$ cat src/rtl/countdown_pkg.sv
// Shared types and constants for the seconds countdown sequencer.
package countdown_pkg;

  typedef enum logic [1:0] {
    IDLE    = 2'd0,
    RUNNING = 2'd1,
    PAUSED  = 2'd2,
    EXPIRED = 2'd3
  } state_t;

  localparam logic [6:0] MAX_SECS = 7'd99;

  typedef logic [3:0] bcd_t;

endpackage

$ cat src/rtl/bin2bcd_99.sv
// Combinational 7-bit binary (0..99) to two BCD digits.
module bin2bcd_99
  import countdown_pkg::*;
(
  input  logic [6:0] bin,
  output bcd_t       tens,
  output bcd_t       ones
);

  always_comb begin
    tens = bcd_t'(bin / 7'd10);
    ones = bcd_t'(bin % 7'd10);
  end

endmodule

$ cat src/rtl/countdown_sequencer.sv
// Loadable, pausable seconds countdown driven by the timer's max_reached tick.
module countdown_sequencer
  import countdown_pkg::*;
#(
  parameter int unsigned TICKS_PER_SEC = 50,
  parameter int unsigned START_SECS    = 30
) (
  input  logic       clk,
  input  logic       reset,
  input  logic       tick,
  input  logic       load,
  input  logic [6:0] load_value,
  input  logic       start,
  input  logic       pause,
  output bcd_t       tens_bcd,
  output bcd_t       ones_bcd,
  output logic       running,
  output logic       expired,
  output logic       timeout
);

  localparam int unsigned SW = (TICKS_PER_SEC > 1) ? $clog2(TICKS_PER_SEC) : 1;
  localparam logic [SW-1:0] SUB_LAST  = SW'(TICKS_PER_SEC - 1);
  localparam logic [6:0]    SECS_INIT = 7'(START_SECS);

  state_t        state, state_nxt;
  logic [6:0]    secs, secs_nxt;
  logic [SW-1:0] subcnt, subcnt_nxt;

  always_comb begin
    state_nxt  = state;
    secs_nxt   = secs;
    subcnt_nxt = subcnt;
    if (load) begin
      secs_nxt   = (load_value > MAX_SECS) ? MAX_SECS : load_value;
      subcnt_nxt = '0;
      state_nxt  = IDLE;
    end else begin
      unique case (state)
        IDLE: begin
          if (start && secs != 7'd0) state_nxt = RUNNING;
        end
        RUNNING: begin
          // pause outranks tick, so a coincident tick is dropped
          if (pause) begin
            state_nxt = PAUSED;
          end else if (tick) begin
            if (subcnt == SUB_LAST) begin
              subcnt_nxt = '0;
              secs_nxt   = secs - 7'd1;
              if (secs == 7'd1) state_nxt = EXPIRED;
            end else begin
              subcnt_nxt = subcnt + SW'(1);
            end
          end
        end
        PAUSED: begin
          if (start) state_nxt = RUNNING;
        end
        EXPIRED: begin
          secs_nxt = '0;
        end
        default: state_nxt = IDLE;
      endcase
    end
  end

  always_ff @(posedge clk or posedge reset) begin
    if (reset) begin
      state   <= IDLE;
      secs    <= SECS_INIT;
      subcnt  <= '0;
      running <= 1'b0;
      expired <= 1'b0;
      timeout <= 1'b0;
    end else begin
      state   <= state_nxt;
      secs    <= secs_nxt;
      subcnt  <= subcnt_nxt;
      // flags are registered from the next state so they align with state
      running <= (state_nxt == RUNNING);
      expired <= (state_nxt == EXPIRED);
      timeout <= (state_nxt == EXPIRED) && (state != EXPIRED);
    end
  end

  bin2bcd_99 u_bcd (
    .bin  (secs),
    .tens (tens_bcd),
    .ones (ones_bcd)
  );

endmodule

$ cat config.mk
export PLATFORM = sky130hd
export DESIGN_NAME = countdown_sequencer
export DESIGN_NICKNAME = d
export VERILOG_FILES = /design/src/rtl/countdown_pkg.sv /design/src/rtl/bin2bcd_99.sv /design/src/rtl/countdown_sequencer.sv
export SDC_FILE = /design/constraint.sdc
export NUM_CORES = 1
export LEC_CHECK = 0
export CAP_MARGIN = 20
export CORE_ASPECT_RATIO = 0.8
export CORE_MARGIN = 3
export CORE_UTILIZATION = 55
export CTS_BUF_LIST = sky130_fd_sc_hd__clkbuf_8 sky130_fd_sc_hd__clkbuf_16
export CTS_CLUSTER_DIAMETER = 150
export DETAILED_ROUTE_END_ITERATION = 16
export MAX_ROUTING_LAYER = met4
export PLACE_DENSITY = 0.85
export SETUP_SLACK_MARGIN = 0.05
export SLEW_MARGIN = 20
export SYNTH_ARGS = -nofsm -noshare
export SYNTH_HDL_FRONTEND = slang
export SYNTH_SLANG_ARGS = --single-unit
$ cat constraint.sdc
create_clock -name clk -period 5.8 [get_ports clk]
set_input_delay 0.87 -clock clk [delete_from_list [all_inputs] [get_ports clk]]
set_output_delay 0.87 -clock clk [all_outputs]
set_load 0.02 [all_outputs]
After elaboration in Yosys (flattened, before gate mapping)
Index checks and enable logic that the tools add are counted.
{"block": "classes", "magnitude_cmp": 1, "mux": 19, "div": 2, "n_eq_ne": 12, "n_reduce_logical": 9, "addsub": 2}
{"op": "$mux W7", "n": 5}
{"op": "$mux W6", "n": 5}
{"op": "$mux W2", "n": 7}
{"op": "$pmux W7 S2", "n": 1}
{"op": "$ne A3 B3 Y1 const B", "n": 3}
{"op": "$div A7 B4 Y7 const B", "n": 1}
{"op": "$eq A7 B1 Y1 const B", "n": 1}
{"op": "$gt A7 B7 Y1 const B", "n": 1}
{"op": "$mod A7 B4 Y7 const B", "n": 1}
{"op": "$reduce_bool A7 Y1", "n": 1}
{"op": "$sub A7 B1 Y7 const B", "n": 1}
{"op": "$add A6 B1 Y6 const B", "n": 1}
{"op": "$eq A2 B2 Y1 const B", "n": 3}
{"op": "$eq A6 B6 Y1 const B", "n": 1}
{"op": "$pmux W2 S3", "n": 1}
{"op": "$eq A2 B1 Y1 const B", "n": 2}
{"op": "$ne A2 B2 Y1 const B", "n": 2}
{"op": "$reduce_and A4 Y1", "n": 1}
{"op": "$reduce_bool A2 Y1", "n": 2}
{"op": "$reduce_and A3 Y1", "n": 1}
{"op": "$reduce_bool A3 Y1", "n": 1}
{"op": "$logic_and A1 B1 Y1", "n": 2}
{"op": "$logic_not A2 Y1", "n": 1}
{"block": "word_totals", "output_inout_bits": 11, "word_cells": 51, "ff_bits": 18, "input_bits": 13}

Longest topological paths before layout
Gate-level depths: netlist of the first run.
{"block": "logic_depth", "ltp_word": 9, "ltp_mapped": 13}

Modules after synthesis
Synthesis of the first run repeated with hierarchy kept, for this count alone.
{"block": "hier_totals", "cells_unflattened": 175, "area_unflattened_um2": 1554.0}
{"mod": "countdown_sequencer", "area_per_inst_um2": 1119.8, "cells_per_inst": 119, "instances": 1}
{"mod": "bin2bcd_99", "area_per_inst_um2": 434.2, "cells_per_inst": 56, "instances": 1}

Worst setup path before layout of the first run
Ideal clock, no wire load.
{"block": "synth_path", "path_kind": "register to output", "from": "reg secs[2]", "to": "out ones_bcd[2]", "path_stages_with_launch": 14, "t_arrival_ps": 2927, "path_slack_ps": 2003, "cell_sequence": "dfstp_2 -> buf_2 -> clkbuf_1 -> inv_1 -> xnor2_1 -> nand2_1 -> o221a_2 -> ha_1 -> clkbuf_1 -> a21oi_1 -> o21ai_0 -> o211ai_1 -> nor4_4 -> mux2i_1"}
{"block": "synth_between", "elab_chain_len": 1}
{"element": "start: declaration", "line_no": "countdown_sequencer.sv:27", "rtl": "logic [6:0] secs, secs_nxt;"}
{"element": "start signal: assignment", "line_no": "countdown_sequencer.sv:78", "rtl": "secs <= secs_nxt;"}
{"element": "$mod A7 B4 Y7", "line_no": "bin2bcd_99.sv:12", "rtl": "ones = bcd_t'(bin % 7'd10);"}
{"element": "end: declaration", "line_no": "countdown_sequencer.sv:16", "rtl": "output bcd_t ones_bcd,"}
No other way between the ends.

Worst setup path in the final report of the first run
{"block": "layout_path", "from": "reg secs[6]", "to": "out ones_bcd[2]"}
Same word-level chain as after synthesis.

==> results.ini, run 1 <==
[sta]
setup_violations=0
fin_skew_ns=0.004480
timing.fmax_ghz=0.2167
final-max-slew-violation-count=0
relSlewSlack=0.4972
fin_crit_ns=4.614
final.setup.tns_ns=0
finalCritPeriodShare=0.7956
worst_slew_pin_slew_ns=0.7527
hold_viol=0
setup_slack_ns=1.186
rsz0062_at_grt=no
holdWs_ns=0.5656

[critical_path]
cp-start-kind=flop
crit_chain=and3b_1, o21ai_0, a21boi_0, o221a_2, ha_1, a21oi_1, o21ai_0, o211ai_1, nor4_4, mux2i_1, clkdlybuf4s50_1
cpMostUsedCell=o21ai_0
critPathSlowestCell=dfrtp_1
end_kind=output port
worstRegToRegCells=7
crit_family=compound AO/OA/AOI/OAI gates
arrival_ns=3.74
reg2reg_to=secs[5]
slowest_delay_ns=0.64
cp_num_buf_inv=1
r2r_slack_ns=3.70
r2r-start=subcnt[1]
crit_type=reg -> out
worstSetupEndpoint=ones_bcd[2]
cp-startpoint=secs[6]
worstPathRequired_ns=4.93
path_max_fanout=19
crit_cells=11

[global_routing]
groute.usage.overall=0.2503
grt_max_degree=22
gr-total-overflow=0
grt_pass1_vias=1453
antenna_found_initial=0
grt_pass1_wl_mm=6.665

[placed_design]
gp_congestion=0.8868
detailed_place_hpwl_mm=2.929
dpl_worst_slack_ns=1.523
dp.cells=248
portBuffers=23

[floorplan]
start_util=0.6056
die-area_um2=3523
die_w_um=65.62
num_rows=16
design.core.area_um2=2582
fp.dieH_um=53.70
io_pins=24

[yosys]
yosys_warnings=0
synthTopCellsByCount=o21ai_0 (25), a21oi_1 (23), nand2_1 (17)
synth-main-ff-cell=dfrtp_1
synth_top_family_by_area=simple AND/OR/NAND/NOR gates
ys_seq_area_frac=0.2912
synth_edf_count=0
synth-simple-area-share=0.2904
synth_nets=222
ys_types=53
synth_top_cell_by_area=dfrtp_1
netlist_top_cells_area=dfrtp_1 (22%), o21ai_0 (8.0%), a21oi_1 (7.4%)
synth_area_um2=1564
synth_top_area_frac=0.2240
synthMostInstantiatedCell=o21ai_0
synth_compound_area_frac=0.2688
syn_inst=202
synth-adder-area-share=0.05600
synthArstFlopShare=1.000
ys_seq_elements=18
avgSynthCellArea_um2=7.743
synthMuxAreaShare=0.006400
synth_xor_area_frac=0.01680

[cells_and_area]
final_cells=252
nets=237
final_core_util=0.7054
multi_input_area_um2=998.5
area_growth_syn_to_layout_pct=16.48
fill_cells=210
drive_gt1_frac=0.07407
seq_area_um2=455.4
diodes=0

[power]
powerDensity_nw_per_um2=327.9
sw_frac_of_total=0.4200
p_int_uw=346.5
p_leak_nw=0.7213
combinationalPowerShare=0.520
p_clk_frac=0.172
sequentialPowerShare=0.307
switchingPower_uw=250.9
ir_worst_vdd_v=0.0003086

[hold_path]
min_path_type=reg -> reg

[detailed_routing]
wirelength_mm=3.966
first_pass_iters=5
viasPerCell=6.528
wl_per_cell_um=15.74
drcViolationCount=0
drt_iter0_drc=102
vias=1645
drtAntennaViolNets=0

[cts]
cts_tree=yes
numCtsBuffers=3
insertion_delay_ns=0.26
htree_levels=1
post_cts_resized=0
postCtsHoldBufs=0
clk_pin_slew_ns=0.07
clock_sink_count=18
cts-root-buf=clkbuf_8
cts_setup_buffers=0
max-clock-path-buffers=2

[job]
maxCapViolations=0

[outcome]
status=complete, no violations

worst register-to-register path, cell delays in order (launching register included):
cell and delay, ns:
dfrtp_1 0.43, inv_1 0.08, ha_1 0.14, nand4b_1 0.14, nor3b_1 0.45, o21bai_1 0.35
o21ai_0 0.23, o21ai_0 0.11
worst min path at each step:
| stage | startpoint | end | slack [ns] | cells past startpoint |
|---|---|---|---|---|
| floorplan | subcnt[4] | subcnt[4] | 0.51 | 2 |
| global placement | subcnt[5] | subcnt[5] | 0.54 | 2 |
| detailed placement | subcnt[5] | subcnt[5] | 0.56 | 2 |
| CTS | subcnt[5] | subcnt[5] | 0.56 | 2 |
| global route | subcnt[5] | subcnt[5] | 0.59 | 2 |
| finish | subcnt[5] | subcnt[5] | 0.57 | 2 |
registers in the layout, summed over array words and instances, names as in the netlist:
register,count
subcnt,6
state,2
timeout,1
running,1
expired,1
secs,7
power by group through the flow:
| stage | Combinational, mW | Sequential (mW) | Clock, mW |
|---|---|---|---|
| after floorplan | 0.234 | 0.155 | 0 |
| after global placement | 0.295 | 0.182 | 0 |
| after detailed placement | 0.304 | 0.184 | 0 |
| after CTS | 0.308 | 0.182 | 0.103 |
| after global routing | 0.336 | 0.187 | 0.111 |
| final | 0.311 | 0.184 | 0.103 |
placed cells by master, fill, tap and decap left out, types with 5 or more instances in the layout:
master and n:
o21ai_0 25, a21oi_1 23, clkdlybuf4s50_1 23, nand2_1 17, nor2_1 16, dfrtp_1 14
inv_1 10, nor2b_1 10, ha_1 7, nor3_1 5, nand3_1 5, nand2b_1 5
per-stage QoR:
stage                     total power, mW  instance area, um2
after global placement             0.4778                1767
after global routing               0.6345                1822
after CTS                          0.5923                1822
after detailed placement           0.4873                1767
final                              0.5974                1822
after floorplan                    0.3892                1564
metal layers:
layer	vias to the layer above	routed length (um)	global-route usage
li1	758	-	-
met1	772	1793	0.3487
met2	107	1722	0.3694
met3	8	413	0.05637
met4	0	37	0.05862
met5	-	0	-
layout make-up:
class,count,share of cell area
clock buffers,4,0.03022
inverters,10,0.02060
flip-flops and latches,18,0.2500
multi-input cells,161,0.5481
repair buffers,23,0.1264
well taps,36,0.02473
cells by family after synthesis:
family,Yosys count
fa+ha+maj,7
buf+inv,23
mux,1
flops,18
compound gates,70
xor+xnor,3
simple gates,80
(Power assumes the default switching activity.)
==> run 2, diff against run 1 <==
--- a/config.mk
+++ b/config.mk
@@ -8,12 +8,12 @@
 export CAP_MARGIN = 20
 export CORE_ASPECT_RATIO = 0.8
 export CORE_MARGIN = 3
-export CORE_UTILIZATION = 55
+export CORE_UTILIZATION = 49
 export CTS_BUF_LIST = sky130_fd_sc_hd__clkbuf_8 sky130_fd_sc_hd__clkbuf_16
 export CTS_CLUSTER_DIAMETER = 150
 export DETAILED_ROUTE_END_ITERATION = 16
 export MAX_ROUTING_LAYER = met4
-export PLACE_DENSITY = 0.85
+export PLACE_DENSITY = 0.8
 export SETUP_SLACK_MARGIN = 0.05
 export SLEW_MARGIN = 20
 export SYNTH_ARGS = -nofsm -noshare
==> constraint.sdc (replaced) <==
create_clock -name clk -period 3.7 [get_ports clk]
set_input_delay 0.555 -clock clk [delete_from_list [all_inputs] [get_ports clk]]
set_output_delay 0.555 -clock clk [all_outputs]
set_load 0.02 [all_outputs]
==> results.ini, run 2 (synthesized netlist as in run 1, its figures left out) <==
[outcome]
status=complete, no violations

[power]
powerDensity_nw_per_um2=515.5
sw_frac_of_total=0.4237
p_clk_frac=0.167
combinationalPowerShare=0.577
sequentialPowerShare=0.256
p_leak_nw=0.7881
fin_total_pwr_uw=979.0
switchingPower_uw=414.8
p_int_uw=564.2
ir_worst_vdd_v=0.0004046

[detailed_routing]
first_pass_iters=6
vias=1650
wirelength_mm=4.155
viasPerCell=6.250
drt_iter0_drc=228
drtAntennaViolNets=0
wl_per_cell_um=15.74
drcViolationCount=0

[cts]
numCtsBuffers=3
postCtsHoldBufs=0
max-clock-path-buffers=2
cts_tree=yes
cts-root-buf=clkbuf_8
htree_levels=1
insertion_delay_ns=0.26
clock_sink_count=18
clk_pin_slew_ns=0.06

[sta]
setup_slack_ns=0.2448
holdWs_ns=0.5639
fin_crit_ns=3.455
final-max-slew-violation-count=0
timing.fmax_ghz=0.2894
rsz0062_at_grt=yes
fin_skew_ns=0.009026
finalCritPeriodShare=0.9338
setup_violations=0
final.setup.tns_ns=0
hold_viol=0
relSlewSlack=0.4861
worst_slew_pin_slew_ns=0.7692

[cells_and_area]
final_cell_mix=o21ai_0 (25), a21oi_1 (23), clkdlybuf4s50_1 (19)
final_cells=264
largest_register=secs
area_growth_syn_to_layout_pct=21.44
largest_reg_flops=7
fill_cells=248
drive_gt1_frac=0.1283
nets=247
final_common_cell=o21ai_0
largestRegisters=secs x7, subcnt x6, state x2
diodes=0

[placed_design]
dpl_worst_slack_ns=0.1300
gp_congestion=0.9674
dp.cells=256
portBuffers=23
detailed_place_hpwl_mm=3.069

[hold_path]
min_path_type=reg -> reg
hp-start=subcnt[4]

[floorplan]
die_w_um=69.17
fp.dieH_um=56.53
start_util=0.5407
io_pins=24
num_rows=17
design.core.area_um2=2893
die-area_um2=3910

[critical_path]
worstPathRequired_ns=3.14
path_max_fanout=7
r2r-start=subcnt[1]
cp-start-kind=flop
cp-startpoint=secs[4]
end_kind=output port
crit_type=reg -> out
arrival_ns=2.90

[global_routing]
gr-total-overflow=0
grt_pass1_vias=1471
grt_pass1_wl_mm=6.975
antenna_found_initial=0
groute.usage.overall=0.2230
grt_max_degree=20

[job]
maxCapViolations=0

[run 2: power groups by stage]
stage	clock (mW)	combinational (mW)	sequential [mW]
2_1_floorplan	0	0.367	0.243
3_3_place_gp	0	0.530	0.253
3_5_place_dp	0	0.542	0.255
4_1_cts	0.166	0.536	0.248
5_1_grt	0.177	0.617	0.254
6_report	0.163	0.565	0.251
[run 2: timing repair]
item / in CTS / in global routing
buffers inserted: 2 / 2
gates resized for setup: 3 / 11
hold endpoints to repair: 0 / 0
endpoints found under the setup margin: 4 / 3
pin swaps: 1 / 1
[run 2: routing by layer]
| layer | routed length, um | share of wire | GRT usage | vias up |
|---|---|---|---|---|
| li1 | - | - | - | 780 |
| met1 | 1914 | 0.46 | 0.3230 | 779 |
| met2 | 1813 | 0.44 | 0.3220 | 85 |
| met3 | 382 | 0.092 | 0.05725 | 6 |
| met4 | 44 | 0.011 | 0.02507 | 0 |
| met5 | 0 | 0 | - | - |
[run 2: area by class of cell]
| type | count | area (um2) | area share |
|---|---|---|---|
| inverter | 10 | 37.54 | 0.01976 |
| sequential | 18 | 455.4 | 0.2398 |
| clock buffer | 4 | 55.05 | 0.02899 |
| multi-input combinational | 161 | 1001 | 0.5270 |
| timing repair buffer | 33 | 302.8 | 0.1594 |
| tap | 38 | 47.55 | 0.02503 |
[run 2: critical path, cell delays in order, from the launching register on]
cell and delay, ns:
dfstp_2 0.55, nor2b_1 0.07, o21ai_0 0.15, a21boi_1 0.19, o221a_2 0.23, ha_1 0.20
buf_4 0.16, a21o_1 0.12, a31oi_1 0.12, nor4_4 0.33, buf_4 0.17, mux2i_1 0.19
buf_4 0.17
[run 2: path summary, 6_finish.rpt]
kind,endpoint,slack [ns],cells past startpoint
setup / recovery,ones_bcd[2],0.24,12
hold / removal,subcnt[4],0.56,2
setup reg to reg,secs[6],1.56,7
hold reg to reg,subcnt[4],0.56,2
max in group asynchronous,secs[6],2.54,2
min in group asynchronous,timeout,0.71,2
[run 2: through the flow]
step	util	instance area, um2
3_5_place_dp	0.6272	1814
4_1_cts	0.6501	1881
3_3_place_gp	0.6272	1814
5_1_grt	0.6566	1899
6_report	0.6566	1899
2_1_floorplan	-	1564
==> run 3, diff against run 2 <==
--- a/config.mk
+++ b/config.mk
@@ -5,15 +5,16 @@
 export SDC_FILE = /design/constraint.sdc
 export NUM_CORES = 1
 export LEC_CHECK = 0
+export ABC_AREA = 1
 export CAP_MARGIN = 20
 export CORE_ASPECT_RATIO = 0.8
 export CORE_MARGIN = 3
-export CORE_UTILIZATION = 49
+export CORE_UTILIZATION = 47
 export CTS_BUF_LIST = sky130_fd_sc_hd__clkbuf_8 sky130_fd_sc_hd__clkbuf_16
 export CTS_CLUSTER_DIAMETER = 150
 export DETAILED_ROUTE_END_ITERATION = 16
 export MAX_ROUTING_LAYER = met4
-export PLACE_DENSITY = 0.8
+export PLACE_DENSITY = 0.79
 export SETUP_SLACK_MARGIN = 0.05
 export SLEW_MARGIN = 20
 export SYNTH_ARGS = -nofsm -noshare
==> results.ini, run 3 <==
[detailed_routing]
wirelength_mm=3.536
first_pass_iters=4
viasPerCell=5.474
drtAntennaViolNets=0
vias=1385
drt_iter0_drc=101
wl_per_cell_um=13.98
drcViolationCount=0

[yosys]
synth_top_cell_by_area=dfrtp_1
yosys_warnings=0
syn_inst=193
synth_nets=213
synth-main-ff-cell=dfrtp_1
synthMostInstantiatedCell=nand2_1
avgSynthCellArea_um2=7.196
synthTopCellsByCount=nand2_1 (37), inv_1 (25), o21ai_0 (16)
ys_seq_elements=18
netlist_top_cells_area=dfrtp_1 (25%), nand2_1 (10%), dfstp_2 (7.6%)
ys_types=32
synth_top_area_frac=0.2523
synthArstFlopShare=1.000
synth_area_um2=1389
synth_edf_count=0
ys_seq_area_frac=0.3279

[sta]
final.setup.tns_ns=0
fin_skew_ns=0.008096
fin_crit_ns=3.414
hold_viol=0
worst_slew_pin_slew_ns=0.7048
setup_violations=0
rsz0062_at_grt=no
holdWs_ns=0.4973
timing.fmax_ghz=0.2929
finalCritPeriodShare=0.9227
final-max-slew-violation-count=0
relSlewSlack=0.5296

[global_routing]
gr-total-overflow=0
grt_pass1_wl_mm=6.030
groute.usage.overall=0.2282
antenna_found_initial=0
grt_max_degree=19
grt_pass1_vias=1325

[cells_and_area]
final_common_cell=nand2_1
diodes=0
largest_reg_flops=7
fill_cells=234
largest_register=secs
drive_gt1_frac=0.1475
nets=238
final_cell_mix=nand2_1 (37), inv_1 (25), clkdlybuf4s50_1 (20)
area_growth_syn_to_layout_pct=24.23
largestRegisters=secs x7, subcnt x6, state x2

[power]
p_leak_nw=0.8548
combinationalPowerShare=0.630
ir_worst_vdd_v=0.0007465
sequentialPowerShare=0.227
p_int_uw=607.2
powerDensity_nw_per_um2=663.9
p_clk_frac=0.143
sw_frac_of_total=0.4699
switchingPower_uw=538.2

[cts]
cts-root-buf=clkbuf_8
htree_levels=1
insertion_delay_ns=0.26
max-clock-path-buffers=2
cts_tree=yes
clock_sink_count=18
postCtsHoldBufs=0
clk_pin_slew_ns=0.07
numCtsBuffers=3
cts_setup_buffers=0

[critical_path]
end_kind=output port
worstSetupEndpoint=ones_bcd[3]
arrival_ns=2.86
reg2reg_to=secs[5]
worstPathRequired_ns=3.14
r2r_slack_ns=1.83
crit_type=reg -> out
r2r-start=state[0]
worstRegToRegCells=8
cp-start-kind=flop
cp-startpoint=secs[4]
path_max_fanout=5

[hold_path]
min_path_type=reg -> reg

[job]
maxCapViolations=0

[floorplan]
io_pins=24
die-area_um2=3647
design.core.area_um2=2623
fp.dieH_um=54.62
start_util=0.5296
die_w_um=66.78
num_rows=16

[placed_design]
portBuffers=23
gp_congestion=0.9157
detailed_place_hpwl_mm=2.623

[outcome]
status=complete, no violations

run 3: cell count changes in the layout (fill, tap and decap cells not counted), moves of 7 or more:
cell     previous run  this run
a21oi_1            23        12
buf_4              10         0
inv_1              10        25
inv_2               0         7
nand2_1            17        37
nand3_1             5        13
nor2b_1             9         0
o21ai_0            25        16
run 3: area by class of cell:
| type | count | area [um2] | share of cell area |
|---|---|---|---|
| Clock buffer | 4 | 55.05 | 0.03191 |
| Inverter | 33 | 123.9 | 0.07179 |
| Multi-Input combinational cell | 139 | 808.3 | 0.4685 |
| Sequential cell | 18 | 455.4 | 0.2640 |
| Tap cell | 36 | 45.04 | 0.02611 |
| Timing Repair Buffer | 23 | 237.7 | 0.1378 |
run 3: per-stage QoR:
step / std cells / total power [mW] / util / instance area (um2) / setup WS (ns)
6_report: 253 / 1.145 / 0.6579 / 1725 / 0.2859
5_1_grt: 253 / 1.223 / 0.6579 / 1725 / 0.05727
4_1_cts: 253 / 1.156 / 0.6551 / 1718 / 0.08175
3_5_place_dp: 249 / 0.9710 / 0.6283 / 1648 / 0.3493
3_3_place_gp: 249 / 0.9461 / 0.6283 / 1648 / 0.5112
2_1_floorplan: 193 / 0.7402 / - / 1389 / 0.9290
run 3: routing by layer:
layer  vias to the layer above  part of all wire  wire length [um]  track usage
li1                        685                 -                 -            -
met1                       623              0.43              1532       0.2676
met2                        69              0.46              1643       0.4013
met3                         8             0.086               303      0.04928
met4                         0             0.016                57      0.06081
met5                         -                 0                 0            -
run 3: worst max-delay path, stage by stage (launching register included):
cell,delay [ns]
dfstp_2,0.59
inv_2,0.08
a21boi_4,0.22
nand2_4,0.10
nand2_4,0.10
nand2_1,0.10
o21ai_4,0.10
nand3_1,0.16
nand2_1,0.13
inv_1,0.05
ha_1,0.20
o21ai_1,0.15
clkdlybuf4s50_1,0.62
run 3: power by group through the flow:
stage	Combinational, mW	Sequential, mW	Clock (mW)
after floorplan	0.485	0.255	0
after global placement	0.688	0.258	0
after detailed placement	0.711	0.260	0
after CTS	0.733	0.259	0.164
after global routing	0.784	0.264	0.174
final	0.722	0.260	0.164
run 3: how the worst min path moves through the flow:
| stage | from | to | slack, ns | cells after the start |
|---|---|---|---|---|
| 6_report | subcnt[5] | subcnt[5] | 0.50 | 2 |
| 5_1_grt | subcnt[5] | subcnt[5] | 0.52 | 2 |
| 4_1_cts | subcnt[5] | subcnt[5] | 0.50 | 2 |
| 3_5_place_dp | subcnt[5] | subcnt[5] | 0.48 | 2 |
| 3_3_place_gp | subcnt[5] | subcnt[5] | 0.48 | 2 |
| 2_1_floorplan | subcnt[5] | subcnt[5] | 0.45 | 2 |
run 3: what timing repair did:
| action | CTS | global route |
|---|---|---|
| resized for setup | 2 | 3 |
| endpoints found under the setup margin | 2 | 3 |
| hold endpoints to repair | 0 | 0 |
run 3: kinds of logic after synthesis:
| family | Yosys count | synth area share |
|---|---|---|
| flip-flops | 18 | 0.3279 |
| AND/OR/NAND/NOR | 89 | 0.3270 |
| adder cells (fa/ha/maj) | 7 | 0.06306 |
| XOR/XNOR | 3 | 0.01892 |
| buffers and inverters | 36 | 0.1009 |
| AO/OA/AOI/OAI | 40 | 0.1622 |
